File: config.mk
export PLATFORM = sky130hd
export DESIGN_NAME = xgmac_cfg_master
export DESIGN_NICKNAME = d
export VERILOG_FILES = /design/src/rtl/xgmac_cfg_pkg.sv /design/src/rtl/xgmac_cfg_rom.sv /design/src/rtl/xgmac_cfg_master.sv
export SDC_FILE = /design/constraint.sdc
export NUM_CORES = 1
export LEC_CHECK = 0
export CAP_MARGIN = 25
export CORE_UTILIZATION = 35
export DETAILED_ROUTE_END_ITERATION = 8
export HOLD_SLACK_MARGIN = 0.02
export PLACE_DENSITY = 0.69
export SETUP_SLACK_MARGIN = 0.2
export SLEW_MARGIN = 20
export SYNTH_ARGS = -nofsm -noshare
export SYNTH_HDL_FRONTEND = slang
export SYNTH_SLANG_ARGS = --single-unit
File: constraint.sdc
create_clock -name bus2ip_clk -period 6.55 [get_ports bus2ip_clk]
set_input_delay 1.31 -clock bus2ip_clk [delete_from_list [all_inputs] [get_ports bus2ip_clk]]
set_output_delay 1.31 -clock bus2ip_clk [all_outputs]
set_load 0.05 [all_outputs]
File: src/rtl/xgmac_cfg_pkg.sv
// Shared definitions for the 10G MAC/PHY configuration master: command encodings,
// table entry layout, error codes and the default start-up command table.
package xgmac_cfg_pkg;

  localparam int ENTRY_W  = 78;
  localparam int MAX_CMDS = 256;

  typedef enum logic [1:0] {
    OP_WRITE = 2'd0,
    OP_READ  = 2'd1,
    OP_POLL  = 2'd2,
    OP_END   = 2'd3
  } op_e;

  typedef enum logic [1:0] {
    ERR_NONE    = 2'd0,
    ERR_BUS     = 2'd1,
    ERR_TIMEOUT = 2'd2,
    ERR_POLL    = 2'd3
  } err_code_e;

  // Entry layout, MSB first: op[77:76], offset[75:64], data[63:32], mask[31:0].
  typedef struct packed {
    op_e         op;
    logic [11:0] offset;
    logic [31:0] data;
    logic [31:0] mask;
  } cmd_t;

  typedef logic [MAX_CMDS-1:0][ENTRY_W-1:0] table_t;

  function automatic cmd_t mk_cmd(input op_e op, input logic [11:0] offset,
                                  input logic [31:0] data, input logic [31:0] mask);
    cmd_t c;
    c.op     = op;
    c.offset = offset;
    c.data   = data;
    c.mask   = mask;
    return c;
  endfunction

  // MAC configuration, RX/TX enable, then wait for PCS block lock.
  function automatic table_t default_table();
    table_t t;
    for (int i = 0; i < MAX_CMDS; i++) t[i] = mk_cmd(OP_END, 12'h000, 32'h0, 32'h0);
    t[0] = mk_cmd(OP_WRITE, 12'h410, 32'h0000_2580, 32'h0);
    t[1] = mk_cmd(OP_WRITE, 12'h40C, 32'h6000_0000, 32'h0);
    t[2] = mk_cmd(OP_WRITE, 12'h404, 32'h9000_0000, 32'h0);
    t[3] = mk_cmd(OP_WRITE, 12'h408, 32'h9000_0000, 32'h0);
    t[4] = mk_cmd(OP_POLL,  12'h800, 32'h0000_0001, 32'h0000_0001);
    return t;
  endfunction

  localparam table_t DEFAULT_TABLE = default_table();

endpackage

File: src/rtl/xgmac_cfg_rom.sv
// Combinational command table: index in, 78-bit packed entry out.
module xgmac_cfg_rom
  import xgmac_cfg_pkg::*;
#(
  parameter table_t C_TABLE = DEFAULT_TABLE
) (
  input  logic [7:0]         idx,
  output logic [ENTRY_W-1:0] entry
);

  assign entry = C_TABLE[idx];

endmodule

File: src/rtl/xgmac_cfg_master.sv
// IPIF bus initiator: walks the command table and drives bus2ip_* transactions,
// reporting done/error status, the failing entry and the most recent read data.
module xgmac_cfg_master
  import xgmac_cfg_pkg::*;
#(
  parameter logic [31:0] C_BASEADDR    = 32'h0000_0000,
  parameter int          C_NUM_CMDS    = 16,
  parameter int          C_ACK_TIMEOUT = 255,
  parameter int          C_POLL_MAX    = 1000,
  parameter int          C_POLL_GAP    = 64,
  parameter table_t      C_TABLE       = DEFAULT_TABLE
) (
  input  logic        bus2ip_clk,
  input  logic        bus2ip_reset,
  input  logic        cfg_start,
  output logic        bus2ip_cs,
  output logic        bus2ip_rnw,
  output logic [31:0] bus2ip_addr,
  output logic [31:0] bus2ip_data,
  input  logic [31:0] ip2bus_data,
  input  logic        ip2bus_rdack,
  input  logic        ip2bus_wrack,
  input  logic        ip2bus_error,
  output logic        cfg_busy,
  output logic        cfg_done,
  output logic        cfg_error,
  output logic [1:0]  cfg_err_code,
  output logic [7:0]  cfg_err_idx,
  output logic [31:0] cfg_rd_data
);

  localparam int IDX_W = (C_NUM_CMDS > 1) ? $clog2(C_NUM_CMDS) : 1;
  localparam int ATT_W = (C_POLL_MAX > 1) ? $clog2(C_POLL_MAX) : 1;

  typedef enum logic [2:0] {
    S_IDLE, S_ISSUE, S_WAIT_ACK, S_EVAL, S_POLL_GAP, S_DONE, S_ERROR
  } state_e;

  state_e             state_q, state_d;
  logic [IDX_W-1:0]   idx_q, idx_d;
  logic [ATT_W-1:0]   attempt_q, attempt_d;
  logic [15:0]        to_cnt_q, to_cnt_d;
  logic [15:0]        gap_cnt_q, gap_cnt_d;
  logic               cs_q, cs_d, rnw_q, rnw_d;
  logic [31:0]        addr_q, addr_d, wdata_q, wdata_d;
  op_e                cur_op_q, cur_op_d;
  logic [31:0]        cmp_mask_q, cmp_mask_d, cmp_data_q, cmp_data_d;
  logic               busy_q, busy_d, done_q, done_d, error_q, error_d;
  err_code_e          err_code_q, err_code_d;
  logic [7:0]         err_idx_q, err_idx_d;
  logic [31:0]        rd_data_q, rd_data_d;

  logic [7:0]         rom_idx;
  logic [ENTRY_W-1:0] rom_entry;
  cmd_t               entry;
  logic               ack, poll_ok, finish, abort;
  err_code_e          abort_code;

  // In EVAL the table is looked ahead by one so an END entry finishes without an extra cycle.
  assign rom_idx = 8'(idx_q) + 8'(state_q == S_EVAL);
  assign entry   = cmd_t'(rom_entry);

  xgmac_cfg_rom #(.C_TABLE(C_TABLE)) u_rom (
    .idx   (rom_idx),
    .entry (rom_entry)
  );

  always_comb begin
    // NOTE: every variable gets a default here so no path leaves one unassigned and infers a latch.
    state_d    = state_q;
    idx_d      = idx_q;
    attempt_d  = attempt_q;
    to_cnt_d   = to_cnt_q;
    gap_cnt_d  = gap_cnt_q;
    cs_d       = cs_q;
    rnw_d      = rnw_q;
    addr_d     = addr_q;
    wdata_d    = wdata_q;
    cur_op_d   = cur_op_q;
    cmp_mask_d = cmp_mask_q;
    cmp_data_d = cmp_data_q;
    busy_d     = busy_q;
    done_d     = done_q;
    error_d    = error_q;
    err_code_d = err_code_q;
    err_idx_d  = err_idx_q;
    rd_data_d  = rd_data_q;
    ack        = 1'b0;
    poll_ok    = 1'b1;
    finish     = 1'b0;
    abort      = 1'b0;
    abort_code = ERR_NONE;

    case (state_q)
      S_IDLE, S_DONE, S_ERROR: begin
        if (cfg_start) begin
          state_d    = S_ISSUE;
          idx_d      = '0;
          attempt_d  = '0;
          busy_d     = 1'b1;
          done_d     = 1'b0;
          error_d    = 1'b0;
          err_code_d = ERR_NONE;
          err_idx_d  = '0;
        end
      end

      S_ISSUE: begin
        if (entry.op == OP_END) begin
          finish = 1'b1;
        end else begin
          state_d    = S_WAIT_ACK;
          cs_d       = 1'b1;
          rnw_d      = (entry.op != OP_WRITE);
          addr_d     = C_BASEADDR + {20'd0, entry.offset};
          wdata_d    = (entry.op == OP_WRITE) ? entry.data : 32'h0;
          cur_op_d   = entry.op;
          cmp_mask_d = entry.mask;
          cmp_data_d = entry.data;
          to_cnt_d   = '0;
        end
      end

      S_WAIT_ACK: begin
        ack = rnw_q ? ip2bus_rdack : ip2bus_wrack;
        // An ack arriving on the timeout edge takes priority.
        if (ack) begin
          cs_d = 1'b0;
          if (rnw_q) rd_data_d = ip2bus_data;
          if (ip2bus_error) begin
            abort      = 1'b1;
            abort_code = ERR_BUS;
          end else begin
            state_d = S_EVAL;
          end
        end else if (int'(to_cnt_q) + 1 >= C_ACK_TIMEOUT) begin
          cs_d       = 1'b0;
          abort      = 1'b1;
          abort_code = ERR_TIMEOUT;
        end else begin
          to_cnt_d = to_cnt_q + 16'd1;
        end
      end

      S_EVAL: begin
        poll_ok = (cur_op_q != OP_POLL) ||
                  ((rd_data_q & cmp_mask_q) == (cmp_data_q & cmp_mask_q));
        if (!poll_ok) begin
          if (int'(attempt_q) + 1 >= C_POLL_MAX) begin
            abort      = 1'b1;
            abort_code = ERR_POLL;
          end else begin
            attempt_d = attempt_q + ATT_W'(1);
            gap_cnt_d = '0;
            state_d   = (C_POLL_GAP == 0) ? S_ISSUE : S_POLL_GAP;
          end
        end else begin
          attempt_d = '0;
          if ((int'(idx_q) == C_NUM_CMDS - 1) || (entry.op == OP_END)) begin
            finish = 1'b1;
          end else begin
            idx_d   = idx_q + IDX_W'(1);
            state_d = S_ISSUE;
          end
        end
      end

      S_POLL_GAP: begin
        if (int'(gap_cnt_q) + 1 >= C_POLL_GAP) state_d = S_ISSUE;
        else gap_cnt_d = gap_cnt_q + 16'd1;
      end

      default: state_d = S_IDLE;
    endcase

    if (finish) begin
      state_d = S_DONE;
      busy_d  = 1'b0;
      done_d  = 1'b1;
    end
    if (abort) begin
      state_d    = S_ERROR;
      busy_d     = 1'b0;
      error_d    = 1'b1;
      err_code_d = abort_code;
      err_idx_d  = 8'(idx_q);
    end
  end

  always_ff @(posedge bus2ip_clk) begin
    // NOTE: state registers use non-blocking assignments so every flop samples pre-edge values.
    if (bus2ip_reset) begin
      state_q    <= S_IDLE;
      idx_q      <= '0;
      attempt_q  <= '0;
      to_cnt_q   <= '0;
      gap_cnt_q  <= '0;
      cs_q       <= 1'b0;
      rnw_q      <= 1'b1;
      addr_q     <= '0;
      wdata_q    <= '0;
      cur_op_q   <= OP_WRITE;
      cmp_mask_q <= '0;
      cmp_data_q <= '0;
      busy_q     <= 1'b0;
      done_q     <= 1'b0;
      error_q    <= 1'b0;
      err_code_q <= ERR_NONE;
      err_idx_q  <= '0;
      rd_data_q  <= '0;
    end else begin
      state_q    <= state_d;
      idx_q      <= idx_d;
      attempt_q  <= attempt_d;
      to_cnt_q   <= to_cnt_d;
      gap_cnt_q  <= gap_cnt_d;
      cs_q       <= cs_d;
      rnw_q      <= rnw_d;
      addr_q     <= addr_d;
      wdata_q    <= wdata_d;
      cur_op_q   <= cur_op_d;
      cmp_mask_q <= cmp_mask_d;
      cmp_data_q <= cmp_data_d;
      busy_q     <= busy_d;
      done_q     <= done_d;
      error_q    <= error_d;
      err_code_q <= err_code_d;
      err_idx_q  <= err_idx_d;
      rd_data_q  <= rd_data_d;
    end
  end

  assign bus2ip_cs    = cs_q;
  assign bus2ip_rnw   = rnw_q;
  assign bus2ip_addr  = addr_q;
  assign bus2ip_data  = wdata_q;
  assign cfg_busy     = busy_q;
  assign cfg_done     = done_q;
  assign cfg_error    = error_q;
  assign cfg_err_code = err_code_q;
  assign cfg_err_idx  = err_idx_q;
  assign cfg_rd_data  = rd_data_q;

endmodule

==> results.json <==
{
  "irDropWorstVdd_mv": 0.136,
  "yosys_warnings": 0,
  "cp.required_ps": 6800,
  "critPathLaunchType": "flop",
  "setup_viol": 0,
  "hp-class": "reg -> reg",
  "overflow": 0,
  "r2r-end": "to_cnt_q[14]",
  "dieHeight_um": 128,
  "fin_skew_ps": 6.98,
  "max_freq_ghz": 0.285,
  "synth_flop_cell": "dfxtp_1",
  "min_to": "cfg_rd_data[25]",
  "clkTransAtPathRegs_ps": 60,
  "vias": 4850,
  "grt_pass1_vias": 4187,
  "arrival_ps": 3760,
  "cts_tree": "done",
  "syn_area_um2": 5580,
  "final_util_pct": 43.8,
  "cpMostUsedCell": "ha_1",
  "ys_top_cells_by_area": "dfxtp_1, buf_4, nand2_1",
  "grt_max_degree": 80,
  "coreArea_um2": 15400,
  "drt_pass1_iterations": 4,
  "rsz0062_at_grt": "false",
  "final_cell_mix": "nand2_1, dfxtp_1, clkdlybuf4s50_1",
  "dieWidth_um": 128,
  "num_antenna_cells": 0,
  "maxSlewHeadroom_pct": 44.1,
  "seq_area_frac_synth_pct": 36.9,
  "ctsResizeCount": 0,
  "vias_per_cell": 4.99,
  "yosysTopAreaCell": "dfxtp_1",
  "final_common_cell": "nand2_1",
  "dp_hpwl_mm": 8.73,
  "gp_congestion": 0.855,
  "initial_core_util_pct": 36.3,
  "synthDominantCellAreaShare_pct": 36.9,
  "setup.worst_path.start": "state_q[0]",
  "post_drt_wl_per_cell_um": 12.9,
  "syn_inst": 685,
  "power.leakage_uw": 0.00246,
  "tns_ps": 0,
  "antenna_left": 0,
  "timing.final.crit_share_pct": 53.6,
  "grt_pass1_wl_mm": 20.2,
  "timing.hold.ws_ps": 452,
  "p_per_area_nw_per_um2": 296,
  "rr_worst_depth": 11,
  "multi_input_area_um2": 3070,
  "async_flop_share_pct": 0,
  "antenna_found_initial": 0,
  "postCtsSetupBuffers": 0,
  "layout-drive-gt1-share_pct": 6.31,
  "syn_to_final_growth_pct": 20.6,
  "clock-sinks": 103,
  "routed_wl_mm": 12.6,
  "clk_path_buf_depth": 2,
  "yosys_register_bits": 103,
  "clockRootBuffer": "clkbuf_16",
  "slowest_stage": "and3_1",
  "die_area_um2": 16500,
  "min_path_cells": 2,
  "drtIter0Drc": 340,
  "synth_edf_count": 0,
  "cp_cell_sequence": "inv_1, nor3_2, ha_1, ha_1, inv_1, ha_1, nand4b_1, o221ai_1, nand2b_1, and3_1, and2_1",
  "port_buffers": 94,
  "fill_cells": 1541,
  "core.rowCount": 45,
  "grt_use_total_pct": 15.6,
  "hp-start": "cfg_rd_data[25]",
  "period_needed_ps": 3510,
  "synthDistinctLibCells": 71,
  "status": "completed",
  "pin_count": 149,
  "critPathKind": "reg -> reg",
  "cp_max_fo": 15,
  "numCtsBuffers": 9,
  "synth.avg_cell_area_um2": 8.15,
  "htreeDepth": 3,
  "hold_viol": 0,
  "drc": 0,
  "seqCellArea_um2": 2060,
  "worst_pin_slew_ps": 838,
  "endpoint_kind": "flop",
  "max_stage_delay_ps": 470,
  "nNetsFinal": 806,
  "slew_viol_final": 0,
  "clock_latency_ps": 360,
  "reg2reg_from": "state_q[0]",
  "r2r_setup_slack_ps": 3040,
  "hold_buffers": 0,
  "drv_cap": 0
}
==> cells in the mapped netlist (7+ instances only) <==
cell and count:
a21oi_1 60, a22oi_1 7, a31oi_1 11, and2_1 21, and3_1 8, buf_2 9, buf_4 60, clkbuf_1 20
dfxtp_1 103, ha_1 11, inv_1 15, nand2_1 105, nand3_1 32, nand4_1 12, nor2_1 37, nor2b_1 8
nor3_1 9, nor4_1 8, o21ai_0 16, or2_2 8, or3_1 7
==> per-layer routing <==
metal  up-vias  share of wire [%]  global-route usage (%)
met5         -                  0                       0
met4         0               0.99                    4.36
met3        12                7.7                    6.26
met2       148                 44                    23.9
met1      2234                 47                    20.1
li1       2456                  -                       -
==> sequential cells by signal (all words and copies together) (netlist names) <==
register	cells
attempt_q	10
bus2ip_addr	3
bus2ip_cs	1
bus2ip_data	4
bus2ip_rnw	1
cfg_busy	1
cfg_done	1
cfg_err_code	2
cfg_err_idx	4
cfg_error	1
cfg_rd_data	32
cmp_data_q	2
cur_op_q	2
gap_cnt_q	16
idx_q	4
state_q	3
to_cnt_q	16
==> logic make-up after synthesis <==
kind of cell	count (synthesis)	synth area share, %
buf+inv	107	11.7
xor+xnor	12	1.88
fa+ha+maj	12	2.82
simple gates	292	27.0
other cells	1	0.0672
compound gates	151	18.2
mux	7	1.39
flops	103	36.9
==> worst max-delay path: cells and delay by family (launching register included) <==
kind	cells	cell delay (ps)
adder cells (fa/ha/maj)	3	710
AO/OA/AOI/OAI	1	370
buffers and inverters	2	230
flip-flops	1	440
AND/OR/NAND/NOR	5	1640
==> power by group <==
group	switching [uW]	internal (uW)
Sequential	48.4	675
Clock	237	334
Combinational	491	208
Total	777	1220
==> stage by stage <==
step,area [um2],power (uW),cells,setup WS (ps)
after global routing,6740,2100,972,2700
after detailed placement,6410,1430,955,3060
after CTS,6730,2010,971,3060
final,6740,1990,972,3040
after floorplan,5780,1270,738,3730
after global placement,6410,1430,954,3180
==> worst max-delay path by stage <==
stage                              end  slack [ps]
after floorplan           to_cnt_q[10]        3730
after global placement     to_cnt_q[7]        3180
after detailed placement   to_cnt_q[2]        3060
after CTS                 to_cnt_q[14]        3060
after global routing      to_cnt_q[10]        2700
final                     to_cnt_q[14]        3040
==> layout make-up <==
class                   count  share of cell area [%]
clock buffers              10                    3.40
clock inverters             6                    1.24
inverters                  15                   0.836
multi-input cells         528                    45.6
flip-flops and latches    103                    30.6
well taps                 211                    3.92
repair buffers             99                    14.4
(Power assumes the default switching activity.)
